<file path="config.mk">
export PLATFORM = sky130hd
export DESIGN_NAME = regfile_hilo
export DESIGN_NICKNAME = d
export VERILOG_FILES = /design/src/rtl/regfile_hilo.sv
export SDC_FILE = /design/constraint.sdc
export NUM_CORES = 2
export LEC_CHECK = 0
export CORE_ASPECT_RATIO = 0.5
export CORE_MARGIN = 5
export CORE_UTILIZATION = 40
export DETAILED_ROUTE_END_ITERATION = 10
export PLACE_DENSITY = 0.58
export RECOVER_POWER = 100
export SKIP_CTS_REPAIR_TIMING = 1
export SLEW_MARGIN = 20
export SYNTH_ARGS = -nofsm -noshare
export SYNTH_HDL_FRONTEND = slang
export SYNTH_SLANG_ARGS = --single-unit
</file>
<file path="constraint.sdc">
create_clock -name clk -period 3.07 [get_ports clk]
set_input_delay 0.614 -clock clk [delete_from_list [all_inputs] [get_ports clk]]
set_output_delay 0.614 -clock clk [all_outputs]
set_load 0.05 [all_outputs]
</file>
<file path="src/rtl/regfile_hilo.sv">
// Architectural state of the five-stage MIPS pipeline: 31 general registers plus HI/LO,
// committed from the write-back bus and read combinationally by decode with write-through bypass.

package regfile_hilo_pkg;
  localparam int unsigned WB_TO_RF_WD = 104;

  // Field order matches the write-back bus, MSB first.
  typedef struct packed {
    logic        hi_we;
    logic [31:0] hi_i;
    logic        lo_we;
    logic [31:0] lo_i;
    logic        rf_we;
    logic [4:0]  rf_waddr;
    logic [31:0] rf_wdata;
  } wb_to_rf_t;
endpackage

module regfile_hilo
  import regfile_hilo_pkg::*;
(
  input  logic                   clk,
  input  logic                   rst,
  input  logic [WB_TO_RF_WD-1:0] wb_to_rf_bus,
  input  logic [4:0]             raddr1,
  output logic [31:0]            rdata1,
  input  logic [4:0]             raddr2,
  output logic [31:0]            rdata2,
  output logic [31:0]            hi_o,
  output logic [31:0]            lo_o
);

  wb_to_rf_t wb;
  assign wb = wb_to_rf_t'(wb_to_rf_bus);

  // $0 is hard-wired to zero, so it has no storage.
  logic [31:0] regs_q [1:31];
  logic [31:0] hi_q, hi_d;
  logic [31:0] lo_q, lo_d;
  logic        gpr_we;
  logic        rf_hit1, rf_hit2;

  assign gpr_we  = !rst && wb.rf_we && (wb.rf_waddr != 5'd0);
  assign rf_hit1 = !rst && wb.rf_we && (wb.rf_waddr == raddr1);
  assign rf_hit2 = !rst && wb.rf_we && (wb.rf_waddr == raddr2);

  always_comb begin
    // NOTE: defaults first so every path assigns both outputs; a missing branch would infer a latch.
    hi_d = hi_q;
    lo_d = lo_q;
    if (!rst && wb.hi_we) hi_d = wb.hi_i;
    if (!rst && wb.lo_we) lo_d = wb.lo_i;
  end

  // Next-state doubles as the bypassed read value.
  assign hi_o = hi_d;
  assign lo_o = lo_d;

  always_ff @(posedge clk) begin
    if (rst) begin
      // NOTE: the register file is built from flops, so it can and must be cleared like any other state.
      for (int i = 1; i < 32; i++) regs_q[i] <= '0;
      hi_q <= '0;
      lo_q <= '0;
    end else begin
      // NOTE: non-blocking so every register samples pre-edge values regardless of statement order.
      hi_q <= hi_d;
      lo_q <= lo_d;
      if (gpr_we) regs_q[wb.rf_waddr] <= wb.rf_wdata;
    end
  end

  always_comb begin
    rdata1 = '0;
    if (raddr1 != 5'd0) rdata1 = rf_hit1 ? wb.rf_wdata : regs_q[raddr1];
  end

  always_comb begin
    rdata2 = '0;
    if (raddr2 != 5'd0) rdata2 = rf_hit2 ? wb.rf_wdata : regs_q[raddr2];
  end

endmodule

</file>
==> impl_metrics.csv <==
group,metric,value,unit
drt,drc,0,
flow_run,cap_violations,2,
clocking,cts_sinks,1088,
layout,final_cell_area,77300,um^2
layout,area_growth,33.1,%
drt,vias,43500,
critical_path,worstSetupStartpointType,"primary input",
sta,skew,0,ns
power_and_ir_drop,ir_drop,0.469,mV
layout,final_layout_size_suffix_gt1_frac,0.394,
clocking,path_clk_slew,0.07,ns
sta,tns,-15.37,ns
place,io_buffers,243,
logic_synthesis,ys.flop_type,"edfxtp_1",
floorplanning,dieArea,153000,um^2
logic_synthesis,ys_warn_count,0,
critical_path,r2r-start,"lo_q[6]",
sta,tightest_slew,1.61,ns
logic_synthesis,yosys.cell_types.count,66,
sta,relSlewSlack,-0.0705,
place,dp_slack,-0.946,ns
clocking,cts_buffers,105,
sta,setup_violations,64,
logic_synthesis,synth_compound_area_frac,0.0585,
clocking,tritoncts,"yes",
sta,slew_violations,66,
global_route,grt_pass1_vias,41800,
critical_path,cp_max_fo,7,
layout,nets,4970,
floorplanning,rows,98,
run_status,status,"complete, but fails checks",
drt,drtIter0Drc,6307,
floorplanning,fp.dieW,549,um
clocking,clockBufferDepth,3,
place,place_area,68700,um^2
sta,holdWs,0.578,ns
logic_synthesis,synthXorXnorAreaFrac,0.00121,
logic_synthesis,synthSimpleGateAreaFrac,0.141,
logic_synthesis,synthCells,4119,
logic_synthesis,muxShareOfSynthArea,0.212,
clocking,worst_skew_pair.late_latency,0.73,ns
drt,finalWirelength,243000,um
hold_path,hp-class,"primary input to flop",
sta,fin_ws,-0.357,ns
logic_synthesis,synth-edff-count,1024,
hold_path,holdPathStages,3,
critical_path,worstPathArrival,2.81,ns
drt,routed_via_density,6.30,
global_route,track_usage,0.297,
critical_path,r2r_cells,2,
clocking,cts_root_buf,"clkbuf_16",
global_route,grt_max_degree,35,
logic_synthesis,syn_area_per_cell,14.1,um^2
layout,fin_util,0.538,
floorplanning,core-area,144000,um^2
floorplanning,die_h,279,um
power_and_ir_drop,power_density,499,nW/um^2
floorplanning,ios,244,
drt,drtPass1Iterations,8,
hold_path,min_from,"rst",
sta,final_hold_viol_count,0,
sta,fin_crit_sh,1.12,
clocking,htreeDepth,3,
sta,fmaxAchievable,292,MHz
drt,wire_per_inst,35.3,um
global_route,grt.overflow.total,0,
global_route,antenna_found_initial,11,
global_route,grt_pass1_wl,322000,um
sta,rsz0062_at_grt,"yes",
critical_path,end_kind,"primary output",
logic_synthesis,synth_area,58100,um^2
floorplanning,start_util,0.404,
run_status,violations,"max-capacitance violations, max-slew violations, negative setup slack",
logic_synthesis,synth_top_family_by_area,"multiplexers",
place,gp_congestion,0.927,
logic_synthesis,synth_adder_area_share,0,
layout,n_fill_cell,11600,
critical_path,cp-startpoint,"raddr1[4]",
sta,period_needed,3.43,ns
power_and_ir_drop,leakagePower,28.2,nW
logic_synthesis,synth-seq-cells,1088,
drt,ant_nets,0,
place,place_hpwl,154000,um
logic_synthesis,ys_seq_area_frac,0.552,
critical_path,cp_data_required_time,2.46,ns
critical_path,crit_type,"primary input to primary output",
logic_synthesis,async_reset_ff_frac,0,
-- power breakdown --
part | internal (W) | switching (W) | leakage, nW | total [W]
Sequential | 0.0170 | 0.000429 | 10.3 | 0.0174
Clock | 0.00708 | 0.00612 | 1.63 | 0.0132
Combinational | 0.00362 | 0.00430 | 16.3 | 0.00792
-- final cells by class --
| type | count | area (um^2) | area share |
|---|---|---|---|
| multi-input cells | 2627 | 26900 | 0.348 |
| well taps | 1950 | 2440 | 0.0316 |
| inverters | 7 | 26.3 | 0.000340 |
| diodes | 9 | 22.5 | 0.000291 |
| clock buffers | 125 | 2700 | 0.0350 |
| repair buffers | 1025 | 12500 | 0.161 |
| clock inverters | 69 | 659 | 0.00853 |
| flip-flops and latches | 1088 | 32000 | 0.414 |
-- cell usage after synthesis (54+ instances only) --
master / count / area, um^2
clkbuf_1: 300 / 1130
o21ai_0: 58 / 290
nor2_1: 85 / 319
mux2_2: 124 / 1400
and2_1: 996 / 6230
a21oi_1: 64 / 320
nand2_1: 54 / 203
dfxtp_1: 64 / 1280
o22ai_1: 58 / 363
mux4_2: 368 / 8290
a221oi_1: 74 / 648
edfxtp_1: 1024 / 30700
a22o_1: 56 / 490
mux2i_1: 252 / 2520
nor2b_1: 79 / 494
-- logic make-up after synthesis --
group           after synthesis
buf+inv                     435
xor+xnor                      8
flops                      1088
compound gates              466
other cells                   1
simple gates               1368
mux                         753
-- layer usage --
metal,track usage,share of wire,vias up,routed length (um)
li1,-,-,17200,-
met1,0.398,0.37,22300,90500
met2,0.460,0.44,3330,108000
met3,0.0820,0.13,645,31900
met4,0.116,0.052,0,12700
met5,0,0,-,0
-- critical path, cell delays in order --
cell,delay [ns]
buf_12,0.11
buf_12,0.15
buf_8,0.13
xor2_4,0.19
buf_6,0.14
nor4bb_4,0.31
a311oi_4,0.16
buf_12,0.18
buf_12,0.15
nor3b_4,0.18
a211o_1,0.32
buf_12,0.16
-- sequential cells by signal, summed over array words and instances (netlist names) --
register,cells
hi_q,32
lo_q,32
regs_q,1024
-- cell usage in the layout (no fill, tap or decap), types with 13 or more instances in the layout --
cell	n
a21oi_1	27
a21oi_2	20
a21oi_4	17
a221oi_1	34
a221oi_2	34
a22o_1	53
a22oi_1	35
and2_1	993
buf_12	265
buf_16	16
buf_4	489
buf_6	102
clkbuf_1	30
clkbuf_16	130
clkdlybuf4s50_1	94
clkinv_1	20
clkinv_2	25
conb_1	32
dfxtp_1	64
edfxtp_1	1024
mux2_2	124
mux2i_1	226
mux2i_4	15
mux4_2	368
nand2_1	47
nand3_1	23
nor2_1	27
nor2_2	17
nor2_4	41
nor2b_1	73
nor3_1	13
nor3_4	14
o211ai_1	16
o21ai_0	29
o21ai_2	14
o22ai_1	31
o22ai_2	25
or2_2	36
-- path summary, 6_finish.rpt --
kind / slack, ns / end
worst max-delay path: -0.36 / rdata1[27]
worst min-delay path: 0.58 / hi_q[29]
worst max register to register: 2.20 / lo_q[6]
worst min register to register: 0.58 / lo_q[4]
-- metrics by stage --
step / instances / total power [W]
finish: 6900 / 0.0386
global route: 6894 / 0.0395
CTS: 6724 / 0.0375
detailed placement: 6530 / 0.0245
global placement: 6530 / 0.0244
floorplan: 4150 / 0.0210
Note: power is estimated with default switching activity, not from simulation.
